**config.mk**
```make
export PLATFORM = sky130hd
export DESIGN_NAME = mem_stall_ctrl
export DESIGN_NICKNAME = d
export VERILOG_FILES = /design/src/rtl/mem_stall_ctrl.sv
export SDC_FILE = /design/constraint.sdc
export NUM_CORES = 1
export LEC_CHECK = 0
export ABC_CLOCK_PERIOD_IN_PS = 2200
export BUFFER_PORTS_ARGS = -buffer_cell sky130_fd_sc_hd__clkbuf_2
export CAP_MARGIN = 25
export CORE_MARGIN = 2
export CORE_UTILIZATION = 56
export CTS_CLUSTER_DIAMETER = 60
export DETAILED_ROUTE_END_ITERATION = 7
export PLACE_DENSITY = 0.75
export SYNTH_ARGS = -nofsm -noshare
export SYNTH_HDL_FRONTEND = slang
export SYNTH_SLANG_ARGS = --single-unit
```
**constraint.sdc**
```tcl
create_clock -name i_clk -period 2.2 [get_ports i_clk]
set_input_delay 0.11 -clock i_clk [delete_from_list [all_inputs] [get_ports i_clk]]
set_output_delay 0.11 -clock i_clk [all_outputs]
set_load 0.01 [all_outputs]
```
**src/rtl/mem_stall_ctrl.sv**
```systemverilog
// rtl/mem_stall_ctrl.sv - per-channel memory strobe/done handshake with timeout watchdogs,
// merged pipeline stall, stage/PC enable gating and single-step debug control.
module mem_stall_ctrl #(
   parameter int NCH    = 3,
   parameter int NSTG   = 4,
   parameter int TOUT_W = 8,
   parameter int TOUT   = 200
) (
   input  logic            i_clk,
   input  logic            i_rst_n,
   input  logic [NCH-1:0]  i_req,
   input  logic [NCH-1:0]  i_done,
   input  logic [NSTG-1:0] i_en_in,
   input  logic            i_pc_en_in,
   input  logic            i_step_mode,
   input  logic            i_step_req,
   input  logic            i_err_clr,
   output logic [NCH-1:0]  o_strb,
   output logic [NCH-1:0]  o_busy,
   output logic [NCH-1:0]  o_timeout,
   output logic [NSTG-1:0] o_en_out,
   output logic            o_pc_en_out,
   output logic            o_step_ack
);

   localparam logic [1:0] CH_IDLE   = 2'd0;
   localparam logic [1:0] CH_ACTIVE = 2'd1;
   localparam logic [1:0] CH_DONE   = 2'd2;

   localparam logic [1:0] ST_RUN    = 2'd0;
   localparam logic [1:0] ST_WAIT   = 2'd1;
   localparam logic [1:0] ST_GRANT  = 2'd2;

   // The last ACTIVE cycle is the one whose count is TOUT-1, so an abort
   // happens after exactly TOUT cycles with the strobe high.
   localparam logic [TOUT_W-1:0] CNT_LAST = TOUT_W'(TOUT - 1);
   localparam logic [TOUT_W-1:0] CNT_MAX  = {TOUT_W{1'b1}};
   localparam logic [TOUT_W-1:0] CNT_ONE  = TOUT_W'(1);

   logic [NCH-1:0] w_ch_stall;
   logic           w_stall;
   logic           w_gate;
   logic           w_open;
   logic           w_advance;
   logic [1:0]     r_step_state;
   logic           r_step_ack;

   for (genvar g = 0; g < NCH; g++) begin : g_ch
      logic [1:0]        r_state;
      logic [TOUT_W-1:0] r_cnt;
      logic              r_strb;
      logic              r_timeout;
      logic              w_expire;

      assign w_expire      = (r_state == CH_ACTIVE) && !i_done[g] && (r_cnt == CNT_LAST);
      assign w_ch_stall[g] = ((r_state == CH_IDLE) && i_req[g]) ||
                             ((r_state == CH_ACTIVE) && !i_done[g]);
      assign o_strb[g]     = r_strb;
      assign o_busy[g]     = (r_state == CH_ACTIVE);
      assign o_timeout[g]  = r_timeout;

      always_ff @(posedge i_clk or negedge i_rst_n) begin
         if (!i_rst_n) begin
            r_state   <= CH_IDLE;
            r_cnt     <= '0;
            r_strb    <= 1'b0;
            r_timeout <= 1'b0;
         end else begin
            r_timeout <= w_expire | (r_timeout & ~i_err_clr);
            case (r_state)
               CH_IDLE: begin
                  if (i_req[g]) begin
                     r_state <= CH_ACTIVE;
                     r_strb  <= 1'b1;
                     r_cnt   <= '0;
                  end
               end
               CH_ACTIVE: begin
                  if (i_done[g] || w_expire) begin
                     r_state <= CH_DONE;
                     r_strb  <= 1'b0;
                  end else if (r_cnt != CNT_MAX) begin
                     r_cnt <= r_cnt + CNT_ONE;
                  end
               end
               default: begin
                  r_state <= CH_IDLE;
                  r_strb  <= 1'b0;
               end
            endcase
         end
      end
   end

   assign w_stall     = |w_ch_stall;
   assign w_gate      = (r_step_state != ST_WAIT);
   assign w_advance   = !w_stall && i_pc_en_in && w_gate;
   assign w_open      = i_rst_n && !w_stall && w_gate;
   assign o_en_out    = i_en_in & {NSTG{w_open}};
   assign o_pc_en_out = i_pc_en_in & w_open;
   assign o_step_ack  = r_step_ack;

   always_ff @(posedge i_clk or negedge i_rst_n) begin
      if (!i_rst_n) begin
         r_step_state <= ST_RUN;
         r_step_ack   <= 1'b0;
      end else begin
         r_step_ack <= 1'b0;
         case (r_step_state)
            ST_RUN: begin
               if (i_step_mode) r_step_state <= ST_WAIT;
            end
            ST_WAIT: begin
               if (!i_step_mode)    r_step_state <= ST_RUN;
               else if (i_step_req) r_step_state <= ST_GRANT;
            end
            ST_GRANT: begin
               if (w_advance) begin
                  r_step_ack   <= 1'b1;
                  r_step_state <= i_step_mode ? ST_WAIT : ST_RUN;
               end else if (!i_step_mode) begin
                  r_step_state <= ST_RUN;
               end
            end
            default: r_step_state <= ST_RUN;
         endcase
      end
   end

endmodule
```
==> out/qor.csv <==
metric,value,unit
status,"finished, final reports clean",
setup ws final,149,ps
Critical Path RT,2090,ps
fmax,0.488,GHz
Critical path buffers and inverters,1,
max-slew violation count,0,
total of max-cap violations,0,
most frequent cells in the layout,"dfrtp_1, clkbuf_2, nand2_1",
Port Buffers,30,
Tcrit/Tclk final,93.2,%
Total Routing Usage GR,21.1,%
Top Usage Layer GRT,met2,
Place WS,355,ps
TNS Setup,0,ps
first-pass GRT wire length,6820,um
Avg Vias per Cell,5.73,
"Largest stage delay, worst path",580,ps
Clock Pin Slew Worst Setup and Hold Paths,70,ps
H-tree levels,2,
Setup crit end kind,primary output,
M3 GR Usage,5.48,%
vias,1719,
CP Class,reg2out,
io pins,31,
PD cells,797,mW/mm^2
min-delay worst type,in2reg,
initial antenna violation count,0,
"Top FF cell, synth",dfrtp_1,
TritonCTS Sinks,39,
largest net degree at the start of global routing,40,
Pre-antenna DRT Iters,5,
power after layout,1.91,mW
die width,65.3,um
Synth cell types,44,
"antenna viol nets, final",0,
CP cell instances,or3b_4 > o31ai_1 > or4b_4 > nor2_1 > clkbuf_2,
Synth Register Bits,39,
Rel. slew slack,68.2,%
met1 Use GR,27.3,%
worst-skew pair later-pin latency,290,ps
ANT cells,0,
Post-Route WL,4070,um
Residual DRC,0,
Overflow after GRT,0,
global placer's final weighted congestion,0.897,
layout cells sized above 1,19.8,%
initial core utilization,57.9,%
CTS tree,built,
syn nets,237,
core area,0.00363,mm^2
Worst path top cell family by delay,simple AND/OR/NAND/NOR gates,
"Async S/R FF share, synth",100,%
Yosys warnings,0,
fin area,0.00240,mm^2
average cell area after synthesis,9.64,um^2
Worst Max-Slew Pin Slew,476,ps
crit-path max FO,9,
vias in the first global route,1550,
crit start category,flip-flop,
Lkg Pwr,1.12,nW
Die ar.,0.00426,mm^2
Final Hold Fails,0,
min Tclk post-route,2050,ps
FP Rows,22,
final net count,270,
peak supply drop,437,uV
met2 Track Usage GR,34.1,%
Setup Skew,10.6,ps
Post-DP Area,0.00228,mm^2
clk root buf,clkbuf_8,
die span in y,65.3,um
1st-iter DRT viols,158,
Final Setup Violations,0,
"commonest non-fill, non-tap cell in the layout",dfrtp_1,
RSZ-0062 raised after global routing,false,
area grow syn2layout,14.1,%
crit path DAT,1940,ps
Num CTS Buffers,5,
post-synthesis sequential area ratio,46.4,%
Post-synth EDFFs,0,
Detailed Place HPWL,3030,um
WL/cell,13.6,um
Max clock buf depth,2,
slowest library cell on the worst path,or4b_4,
mapped cell area,0.00210,mm^2
cell count after synthesis,218,
## power breakdown
part | switching, mW | internal (mW) | leakage [nW]
combinational | 0.257 | 0.210 | 0.542
clock | 0.241 | 0.286 | 0.0515
sequential | 0.105 | 0.812 | 0.524
total | 0.603 | 1.31 | 1.12
## state kept, by name (all words and copies together), names as in the netlist
signal,flops
g_ch.r_timeout,3
g_ch.r_cnt,24
g_ch.r_state,6
r_step_state,2
o_step_ack,1
g_ch.r_strb,3
## final timing paths
check | start | end | slack, ps | cells after the start
worst max-delay path | g_ch[1].r_state[0] | o_pc_en_out | 150 | 5
worst min-delay path | i_step_mode | r_step_state[0] | 60 | 3
worst max register to register | g_ch[0].r_cnt[0] | g_ch[0].r_cnt[7] | 360 | 5
worst min register to register | r_step_state[0] | o_step_ack | 450 | 1
max in group asynchronous | i_rst_n | g_ch[2].r_cnt[3] | 1410 | 3
min in group asynchronous | i_rst_n | g_ch[1].r_cnt[5] | 440 | 3
## synthesized netlist by cell type, types with 2 or more instances
cell type   n  area [um^2]
nor2b_1     6         37.5
ha_1        3         37.5
or4_1       5         37.5
buf_4       7         52.6
and3_1      2         12.5
a31oi_1     2         12.5
or3b_1      2         17.5
a21oi_1    13         65.1
nor3b_1     3         22.5
and2_1      7         43.8
mux2i_1    10          100
or3b_2      2         17.5
o211ai_1    4         30.0
nand4_1     3         18.8
nand3_1     8         40.0
o21a_1      2         15.0
nor2_1     16         60.1
nor4_1      2         12.5
inv_1       4         15.0
o31ai_1     6         45.0
o21ai_0    11         55.1
dfrtp_1    39          976
or3_1       5         31.3
a21o_1      3         22.5
nor3_1      5         25.0
and4_1      3         26.3
nand2_1    28          105
## routing by layer
metal	routed length, um	up-vias	part of all wire (%)
met3	200	8	4.9
met5	0	-	0
met2	1930	50	47
li1	-	857	-
met4	64	0	1.6
met1	1880	804	46
## timing repair
| item | 4_1_cts | 5_1_grt |
|---|---|---|
| hold endpoints to repair | 39 | 0 |
| setup endpoints to repair | 0 | 5 |
| gates resized for setup | 0 | 2 |
| hold buffers | 1 | 0 |
| buffers inserted | 0 | 0 |
## cells by family after synthesis
kind of cell               Yosys count  synth area share (%)
adders and majority gates            3                  1.79
muxes                               10                  4.76
buffers and inverters               13                  3.69
DFF                                 39                  46.4
and+or+nand+nor                    106                  29.3
AOI/OAI and AO/OA                   46                  13.6
xor gates and xnor gates             1                 0.417
## worst reg2reg max path, cell delays in order, from the launching register on
cell and delay (ps):
dfrtp_1 440, ha_1 240, and4_1 220, o21a_1 200, or4_1 530, a21oi_1 150
## stage by stage
step           hold WS (ps)  instances  utilization, %
2_1_floorplan          -186        218               -
3_3_place_gp            239        291            62.7
3_5_place_dp            238        291            62.7
4_1_cts                46.3        300            65.8
5_1_grt                53.5        300            66.0
6_report               55.1        300            66.0
## layout make-up
cell class	count	area (um^2)
repair buffers	35	190
inverters	4	15.0
clock buffers	8	100
well taps	48	60.1
fillers	314	1230
multi-input cells	166	1060
flip-flops and latches	39	976
Power figures use the tool's default switching activity.
